===== src/rtl/fighter_pkg.sv =====
`default_nettype none
// ============================================================================
//  Module      : fighter_pkg
//  Description : Shared types and screen/sprite geometry for the fighter
//                sprite blocks.
//  Revision    : 1.0 - initial release
// ============================================================================
package fighter_pkg;

    // Motion state as seen by the renderer and by debug logic
    typedef enum logic [1:0] {
        IDLE     = 2'd0,
        RUN      = 2'd1,
        AIRBORNE = 2'd2
    } motion_state_t;

    localparam int SCREEN_W    = 640;
    localparam int SCREEN_H    = 480;
    localparam int SPRITE_W    = 40;
    localparam int SPRITE_H    = 60;
    localparam int FRAME_WORDS = SPRITE_W * SPRITE_H;

    // ROM word offset of the first pixel of an animation frame
    function automatic logic [13:0] frame_base(input logic [1:0] idx);
        return 14'(idx) * 14'(FRAME_WORDS);
    endfunction

endpackage
`default_nettype wire


===== src/rtl/vsync_tick.sv =====
`default_nettype none
// ============================================================================
//  Module      : vsync_tick
//  Description : Turns the active-low vsync pulse into a one-cycle tick at the
//                end of sync, i.e. inside vertical blanking.
//  Revision    : 1.0 - initial release
// ============================================================================
module vsync_tick (
    input  logic vga_clk,
    input  logic reset,
    input  logic i_vs,
    output logic o_tick
);

    logic r_vs_d;

    // Delayed copy of vsync; resets high so no spurious tick leaves reset
    always_ff @(posedge vga_clk or posedge reset) begin
        if (reset) begin
            r_vs_d <= 1'b1;
        end else begin
            r_vs_d <= i_vs;
        end
    end

    assign o_tick = i_vs & ~r_vs_d;

endmodule
`default_nettype wire


===== src/rtl/fighter_motion.sv =====
`default_nettype none
// ============================================================================
//  Module      : fighter_motion
//  Description : Per-frame motion, jump physics and run-cycle animation for
//                one fighter sprite. Everything updates once per vsync tick,
//                so outputs are stable for the whole active frame.
//  Revision    : 1.0 - initial release
// ============================================================================
module fighter_motion
    import fighter_pkg::*;
#(
    parameter int START_X    = 300,
    parameter int GROUND_Y   = 380,
    parameter int RUN_SPEED  = 2,
    parameter int JUMP_VEL   = 12,
    parameter int GRAVITY    = 1,
    parameter int MAX_FALL   = 12,
    parameter int ANIM_DIV   = 6,
    parameter int NUM_FRAMES = 4
) (
    input  logic        vga_clk,
    input  logic        reset,
    input  logic        vs,
    input  logic        move_left,
    input  logic        move_right,
    input  logic        jump,
    output logic [9:0]  SpriteX,
    output logic [9:0]  SpriteY,
    output logic        facing_left,
    output logic [1:0]  frame_idx,
    output logic [13:0] rom_base,
    output logic [1:0]  state_o
);

    localparam int CNT_W = (ANIM_DIV > 1) ? $clog2(ANIM_DIV) : 1;

    localparam logic [9:0]        c_x_max      = 10'(SCREEN_W - SPRITE_W);
    localparam logic [9:0]        c_run        = 10'(RUN_SPEED);
    localparam logic [9:0]        c_start_x    = 10'(START_X);
    localparam logic [9:0]        c_ground_y   = 10'(GROUND_Y);
    localparam logic signed [10:0] c_ground_ext = 11'(GROUND_Y);
    localparam logic signed [7:0] c_jump_vel   = 8'(JUMP_VEL);
    localparam logic signed [7:0] c_gravity    = 8'(GRAVITY);
    localparam logic signed [7:0] c_max_fall   = 8'(MAX_FALL);
    localparam logic [CNT_W-1:0]  c_cnt_last   = CNT_W'(ANIM_DIV - 1);
    localparam logic [1:0]        c_frame_last = 2'(NUM_FRAMES - 1);

    motion_state_t     r_state,  w_state_nxt;
    logic [9:0]        r_x,      w_x_nxt;
    logic [9:0]        r_y,      w_y_nxt;
    logic signed [7:0] r_vel,    w_vel_nxt;
    logic              r_face,   w_face_nxt;
    logic [1:0]        r_frame,  w_frame_nxt;
    logic [CNT_W-1:0]  r_cnt,    w_cnt_nxt;
    logic [13:0]       r_rom;
    logic              r_jump_d;
    logic              r_jump_req;

    logic              w_tick;
    logic              w_go_left;
    logic              w_go_right;
    logic              w_moving;
    logic              w_jump_pending;
    logic signed [10:0] w_next_y;
    logic signed [7:0] w_vel_inc;

    vsync_tick u_vsync_tick (
        .vga_clk (vga_clk),
        .reset   (reset),
        .i_vs    (vs),
        .o_tick  (w_tick)
    );

    // Pressing both keys cancels out, same as pressing neither
    assign w_go_left  = move_left & ~move_right;
    assign w_go_right = move_right & ~move_left;
    assign w_moving   = w_go_left | w_go_right;

    // A jump edge coincident with the tick is consumed by that tick
    assign w_jump_pending = r_jump_req | (jump & ~r_jump_d);

    assign w_next_y  = $signed({1'b0, r_y}) + $signed({{3{r_vel[7]}}, r_vel});
    assign w_vel_inc = r_vel + c_gravity;

    // Next-frame position, physics, state and animation
    always_comb begin
        w_state_nxt = r_state;
        w_x_nxt     = r_x;
        w_y_nxt     = r_y;
        w_vel_nxt   = r_vel;
        w_face_nxt  = r_face;
        w_frame_nxt = r_frame;
        w_cnt_nxt   = r_cnt;

        // Horizontal motion applies in every state, clamped to the screen
        if (w_go_right) begin
            w_face_nxt = 1'b0;
            w_x_nxt    = (r_x >= c_x_max - c_run) ? c_x_max : r_x + c_run;
        end else if (w_go_left) begin
            w_face_nxt = 1'b1;
            w_x_nxt    = (r_x < c_run) ? 10'd0 : r_x - c_run;
        end

        case (r_state)
            IDLE, RUN: begin
                if (w_jump_pending) begin
                    w_state_nxt = AIRBORNE;
                    w_vel_nxt   = -c_jump_vel;
                end else if (w_moving) begin
                    w_state_nxt = RUN;
                end else begin
                    w_state_nxt = IDLE;
                end
            end
            AIRBORNE: begin
                if ((r_vel > 8'sd0) && (w_next_y >= c_ground_ext)) begin
                    w_y_nxt     = c_ground_y;
                    w_vel_nxt   = 8'sd0;
                    w_state_nxt = w_moving ? RUN : IDLE;
                end else if (w_next_y < 11'sd0) begin
                    w_y_nxt   = 10'd0;
                    w_vel_nxt = 8'sd0;
                end else begin
                    w_y_nxt   = w_next_y[9:0];
                    w_vel_nxt = (w_vel_inc > c_max_fall) ? c_max_fall : w_vel_inc;
                end
            end
            default: begin
                w_state_nxt = IDLE;
            end
        endcase

        // Animation follows the state being entered this frame
        case (w_state_nxt)
            RUN: begin
                if (r_cnt == c_cnt_last) begin
                    w_cnt_nxt   = '0;
                    w_frame_nxt = (r_frame == c_frame_last) ? 2'd0 : r_frame + 2'd1;
                end else begin
                    w_cnt_nxt = r_cnt + 1'b1;
                end
            end
            AIRBORNE: begin
                w_cnt_nxt   = r_cnt;
                w_frame_nxt = r_frame;
            end
            default: begin
                w_cnt_nxt   = '0;
                w_frame_nxt = 2'd0;
            end
        endcase
    end

    // Frame-rate state register plus per-cycle jump edge capture
    always_ff @(posedge vga_clk or posedge reset) begin
        if (reset) begin
            r_state    <= IDLE;
            r_x        <= c_start_x;
            r_y        <= c_ground_y;
            r_vel      <= 8'sd0;
            r_face     <= 1'b0;
            r_frame    <= 2'd0;
            r_cnt      <= '0;
            r_rom      <= 14'd0;
            r_jump_d   <= 1'b0;
            r_jump_req <= 1'b0;
        end else begin
            r_jump_d   <= jump;
            r_jump_req <= w_tick ? 1'b0 : w_jump_pending;
            if (w_tick) begin
                r_state <= w_state_nxt;
                r_x     <= w_x_nxt;
                r_y     <= w_y_nxt;
                r_vel   <= w_vel_nxt;
                r_face  <= w_face_nxt;
                r_frame <= w_frame_nxt;
                r_cnt   <= w_cnt_nxt;
                r_rom   <= frame_base(w_frame_nxt);
            end
        end
    end

    assign SpriteX     = r_x;
    assign SpriteY     = r_y;
    assign facing_left = r_face;
    assign frame_idx   = r_frame;
    assign rom_base    = r_rom;
    assign state_o     = r_state;

endmodule
`default_nettype wire

===== config.mk =====
export PLATFORM = sky130hd
export DESIGN_NAME = fighter_motion
export DESIGN_NICKNAME = d
export VERILOG_FILES = /design/src/rtl/fighter_pkg.sv /design/src/rtl/vsync_tick.sv /design/src/rtl/fighter_motion.sv
export SDC_FILE = /design/constraint.sdc
export NUM_CORES = 1
export LEC_CHECK = 0
export CAP_MARGIN = 20
export CORE_UTILIZATION = 50
export CTS_CLUSTER_SIZE = 10
export DETAILED_ROUTE_END_ITERATION = 10
export DONT_BUFFER_PORTS = 1
export GPL_TIMING_DRIVEN = 1
export PLACE_DENSITY = 0.62
export REMOVE_ABC_BUFFERS = 1
export SLEW_MARGIN = 20
export SYNTH_ARGS = -nofsm -noshare
export SYNTH_HDL_FRONTEND = slang
export SYNTH_HIERARCHICAL = 1
export SYNTH_SLANG_ARGS = --single-unit

===== constraint.sdc =====
create_clock -name vga_clk -period 4.4 [get_ports vga_clk]
set_input_delay 0.88 -clock vga_clk [delete_from_list [all_inputs] [get_ports vga_clk]]
set_output_delay 0.88 -clock vga_clk [all_outputs]
set_load 0.01 [all_outputs]

### Word level (Yosys, flattened, before mapping)

Index checks and enable logic that the tools add are counted.

| word-level totals | value |
|---|---|
| output and inout bits | 39 |
| flip-flop bits (word level) | 48 |
| logic and storage cells | 74 |

| operators by class | value |
|---|---|
| bitwise operators | 11 |
| multipliers | 1 |
| eq/ne operators | 7 |
| muxes and demuxes | 23 |
| add/subtract/negate cells | 6 |
| magnitude comparators | 6 |
| reductions and logical operators | 9 |

Operators by type and width:

| kind | count |
|---|---|
| $mux W10 | 6 |
| $mux W8 | 4 |
| $pmux W8 S2 | 1 |
| $add A11 B8 Y11 | 1 |
| $ge A11 B10 Y1 const B | 1 |
| $lt A11 B1 Y1 const B | 1 |
| $add A10 B2 Y10 const B | 1 |
| $ge A10 B10 Y1 const B | 1 |
| $lt A10 B2 Y1 const B | 1 |
| $sub A10 B2 Y10 const B | 1 |
| $mul A2 B7 Y9 const B | 1 |
| $add A8 B2 Y8 const B | 1 |
| $gt A8 B1 Y1 const B | 1 |
| $gt A8 B5 Y1 const B | 1 |
| $mux W2 | 4 |
| $pmux W2 S2 | 2 |
| $eq A2 B2 Y1 const B | 3 |
| $pmux W3 S2 | 1 |
| $reduce_and A2 Y1 | 3 |
| $not A1 Y1 | 5 |
| $and A1 B1 Y1 | 4 |
| $eq A2 B1 Y1 const B | 2 |
| $mux W1 | 4 |
| $reduce_bool A2 Y1 | 2 |
| other kinds (10) | 11 |

### Longest topological paths before layout

Gate-level depths: netlist of run 1.

| depth | value |
|---|---|
| depth in word-level cells | 9 |
| gate-level depth with buffers | 19 |
| depth with buffers taken out | 18 |

### Modules after synthesis

The synthesis of run 1 kept the hierarchy.

Modules (own cells, without submodules):

| module | cells an instance | instances | area an instance (um2) | sequential area each (um2) |
|---|---|---|---|---|
| fighter_motion | 381 | 1 | 3250.6 | 1038.5 |
| vsync_tick | 3 | 1 | 43.8 | 26.3 |

### Worst setup path before layout of run 1

Ideal clock, no wire load.

| timing path | value |
|---|---|
| path kind | register -> register |
| start | reg r_vel[0] |
| end | reg r_rom[9], in the netlist rom_base[9] |
| setup time | 0.125 ns |
| data arrival time | 3.695 ns |
| data required time | 4.275 ns |
| setup slack | 0.580 ns |
| period minus slack after synthesis | 3.820 ns |
| stages on the path, launching flop included | 20 |
| cell sequence | dfrtp_1 ha_1 inv_1 fa_1 nor2b_4 o31a_1 o22ai_1 xor2_1 a2111oi_2 and2_4 buf_6 a21oi_2 nor2_1 ha_1 a21oi_1 nand2b_1 a21oi_1 inv_1 ha_1 mux2_2 |

| between the ends | value |
|---|---|
| longest elaborated chain between the ends | 8 |

RTL lines:

| element | line | text |
|---|---|---|
| start, declared | fighter_motion.sv:51 | `logic signed [7:0] r_vel, w_vel_nxt;` |
| start signal, assigned | fighter_motion.sv:174 | `r_vel <= w_vel_nxt;` |
| $add A11 B8 Y11 | fighter_motion.sv:82 | `assign w_next_y = $signed({1'b0, r_y}) + $signed({{3{r_vel[7]}}, r_vel});` |
| $ge A11 B10 Y1 | fighter_motion.sv:116 | `if ((r_vel > 8'sd0) && (w_next_y >= c_ground_ext)) begin` |
| $logic_and A1 B1 Y1 * | fighter_motion.sv:116 |  |
| $mux W2 * | fighter_motion.sv:116 |  |
| $pmux W2 S2 * | fighter_motion.sv:104 | `case (r_state)` |
| via w_state_nxt[0] | fighter_motion.sv:48 | `motion_state_t r_state, w_state_nxt;` |
| $eq A2 B2 Y1 / $eq A2 B1 Y1 (equally long branches) | fighter_motion.sv:134 | `case (w_state_nxt)` |
| $pmux W2 S2 * | fighter_motion.sv:134 |  |
| via w_frame_nxt[0] | fighter_motion.sv:53 | `logic [1:0] r_frame, w_frame_nxt;` |
| $mul A2 B7 Y9 * | fighter_pkg.sv:25 | `return 14'(idx) * 14'(FRAME_WORDS);` |
| end signal, assigned | fighter_motion.sv:178 | `r_rom <= frame_base(w_frame_nxt);` |
| end, declared | fighter_motion.sv:55 | `logic [13:0] r_rom;` |

The timed path passes the listed nets; every way through them passes the cells marked *.
A chain may end at the register's enable or synchronous reset.

### Final worst setup path of run 1

| timing path | value |
|---|---|
| start | reg r_vel[7] |
| end | reg r_rom[9], in the netlist rom_base[9] |

Same word-level chain as after synthesis.

==> reports/qor.csv, run 1 <==
stage,metric,value,unit
timing,slew_headroom,43.1,%
die,row_count,29,
synth,netlist_instances,384,
synth,ys.flop_type,dfrtp_1,
timing,worst_pin_slew,843,ps
routing,vias,2740,
routing,wire_per_inst,15.8,um
global_routing,grt-ovfl-total,0,
clock_network,cts.path.max_buffers,2,
synth,synth_top_area_share,23.5,%
synth,synth.cell_area,3290,sq um
clock_network,clk_pin_slew,100,ps
layout,diodes,0,
synth,syn_area_per_cell,8.58,sq um
worst_setup_path,worstPathMaxFanout,10,
die,start_util,51.9,%
worst_setup_path,cp.required,4610,ps
layout,stdcell_count,453,
clock_network,hold_buffers,0,
power_and_ir_drop,ir_drop,580,uV
clock_network,post_cts_buffers,0,
layout,drive_gt1_share,12.5,%
global_routing,grt_pass1_vias,2611,
routing,drtAntennaViolNets,0,
routing,drt_first_pass_iters,4,
power_and_ir_drop,p_per_area,703,nW/um^2
synth,synthArstFlopShare,100,%
timing,maxSlewViolCount,0,
routing,vias_per_cell,6.05,
die,die_height,83.2,um
routing,wl,7.18,mm
die,die_area,6920,sq um
timing,fmax,251,MHz
synth,synth-edff-count,0,
clock_network,cts.root.buffer_cell,clkbuf_8,
die,io-pin-count,45,
timing,finalSetupViolations,0,
routing,drtIter0Drc,173,
worst_setup_path,ff2ff_path_depth,16,
global_routing,grt_pass1_wl,12.2,mm
worst_setup_path,worst_setup_path_end_kind,flip-flop,
global_routing,grt_start_max_net_pins,42,
clock_network,cts_tree,done,
power_and_ir_drop,static-leakage-power,1.41,nW
worst_setup_path,cp-start-kind,flip-flop,
run_status,status,"complete, no violations",
synth,synthTopCellsByArea,"dfrtp_1, dfstp_2, ha_1, nand2_1, a21oi_1",
placement,gp_congestion,0.867,
synth,yosys-top-cells-count,"nand2_1, nor2_1, dfrtp_1",
synth,synth_largest_area_cell,dfrtp_1,
worst_setup_path,rrSetupSlack,420,ps
timing,finalCritPeriodShare,90.5,%
worst_setup_path,crit-reg2reg-launch,r_vel[7]$_DFFE_PP0P_,
clock_network,htreeDepth,2,
global_routing,antenna_found_initial,0,
clock_network,cts-buffers-inserted,5,
routing,drc,0,
global_routing,grt_usage,21.8,%
hold_path,min_path_type,in2async,
layout,syn2layout_area_growth,2.35,%
synth,synth_warnings,6,
synth,yosysMostFrequentCell,nand2_1,
clock_network,cts.sinks,42,
synth,ys_ff_latch,42,
placement,placed_cells,445,
placement,port_buffers,0,
run,maxCapViolations,0,
timing,skew,10.4,ps
die,core,6350,sq um
worst_setup_path,cp.arrival,4190,ps
clock_network,insertion_delay,310,ps
timing,fin_crit,3980,ps
layout,nNetsFinal,404,
placement,dp_hpwl,5.14,mm
power_and_ir_drop,finalPower,2.37,mW
timing,hold_viol_final,0,
worst_setup_path,r2r_end,rom_base[9]$_DFFE_PP0P_,
synth,seq_area_frac_synth,32.3,%
synth,synth.distinct_cells,74,
die,fp.dieW,83.2,um
worst_setup_path,crit_type,reg2reg,
## cells in the final DEF, fill, tap and decap left out, types with 4 or more instances in the layout
| cell type | n |
|---|---|
| o22ai_1 | 8 |
| and3_1 | 4 |
| xor2_1 | 5 |
| nor2b_1 | 9 |
| dfstp_2 | 11 |
| conb_1 | 7 |
| o311ai_0 | 5 |
| o21ai_0 | 21 |
| o21ai_1 | 4 |
| ha_1 | 22 |
| xnor2_1 | 4 |
| a21o_1 | 4 |
| clkbuf_8 | 5 |
| dfrtp_1 | 30 |
| nand3_1 | 10 |
| a21oi_1 | 24 |
| nand2_1 | 46 |
| nor2_1 | 32 |
| inv_1 | 23 |
| mux2_2 | 5 |
| nand2b_1 | 6 |
| nor3_1 | 10 |
## power by group
group / internal, mW / switching [mW]
sequential: 0.522 / 0.217
clock: 0.118 / 0.164
combinational: 0.553 / 0.796
## flip-flops by register name (all words and copies together) (netlist names)
register,cells
r_jump_d,1
state_o,2
r_cnt,3
rom_base,5
r_jump_req,1
r_vel,8
u_vsync_tick/r_vs_d,1
frame_idx,1
SpriteX,9
facing_left,1
SpriteY,10
## metrics by stage
stage                     TNS, ps  instance area (sq um)  setup WS [ps]  utilization (%)  hold WS (ps)
after floorplan                 0                   3160            629                -           453
after global placement          0                   3270            378             51.5           479
after detailed placement        0                   3270            242             51.5           480
after CTS                       0                   3360            241             53.0           433
after global routing        -8.83                   3370          -8.83             53.1           437
final                           0                   3370            416             53.1           434
## critical path, stage by stage (launching register included)
cell	delay [ps]
dfrtp_1	520
ha_1	440
inv_1	90
or3_1	410
nor3_1	210
nor3b_2	110
a2111oi_2	420
and2_4	280
o22ai_1	120
inv_1	80
ha_1	220
a21oi_1	100
nand2b_1	160
a21oi_2	220
inv_1	60
ha_1	190
mux2_2	250
## worst max path at each step
stage / slack [ps] / end / cells after the start / from
after floorplan: 630 / rom_base[9]$_DFFE_PP0P_ / 18 / r_vel[0]$_DFFE_PP0P_
after CTS: 240 / rom_base[9]$_DFFE_PP0P_ / 18 / r_vel[0]$_DFFE_PP0P_
final: 420 / rom_base[9]$_DFFE_PP0P_ / 16 / r_vel[7]$_DFFE_PP0P_
after global routing: -9 / rom_base[8]$_DFFE_PP0P_ / 18 / r_vel[0]$_DFFE_PP0P_
after detailed placement: 240 / rom_base[9]$_DFFE_PP0P_ / 18 / r_vel[0]$_DFFE_PP0P_
after global placement: 380 / rom_base[9]$_DFFE_PP0P_ / 18 / r_vel[0]$_DFFE_PP0P_
## what timing repair did
item                                    CTS  global route
endpoints found under the setup margin    0             3
resized for setup                         0             3
hold endpoints to repair                  0             0
## per-layer routing
metal,global-route usage [%],wire length [um]
met5,0,0
met4,6.58,158
met3,4.37,337
met2,38.2,3510
met1,26.8,3180
## cell families after synthesis
group           after synthesis  synth area share [%]
buf+inv                      49                  7.71
flops                        42                  32.3
fa+ha+maj                    23                  8.96
mux                           7                  2.32
compound gates              109                  23.6
xor+xnor                      9                  2.39
simple gates                144                  22.6
other cells                   1                 0.114
## cell type report
cell class                 count  area, sq um
tap                           77         96.3
timing repair buffer           2         15.0
sequential                    42         1070
clock buffer                   5         68.8
clock inverter                 3         26.3
inverter                      25         93.8
multi-input combinational    299         2010
fill                         596         2980
Note: power is estimated with default switching activity, not from simulation.
==> inputs of run 2 (changes only) <==
--- a/config.mk
+++ b/config.mk
@@ -18,3 +18,4 @@
 export SYNTH_HDL_FRONTEND = slang
 export SYNTH_HIERARCHICAL = 1
 export SYNTH_SLANG_ARGS = --single-unit
+export TNS_END_PERCENT = 5
==> results of run 2 <==
Final layout, timing and power as in run 1 (identical DEF).
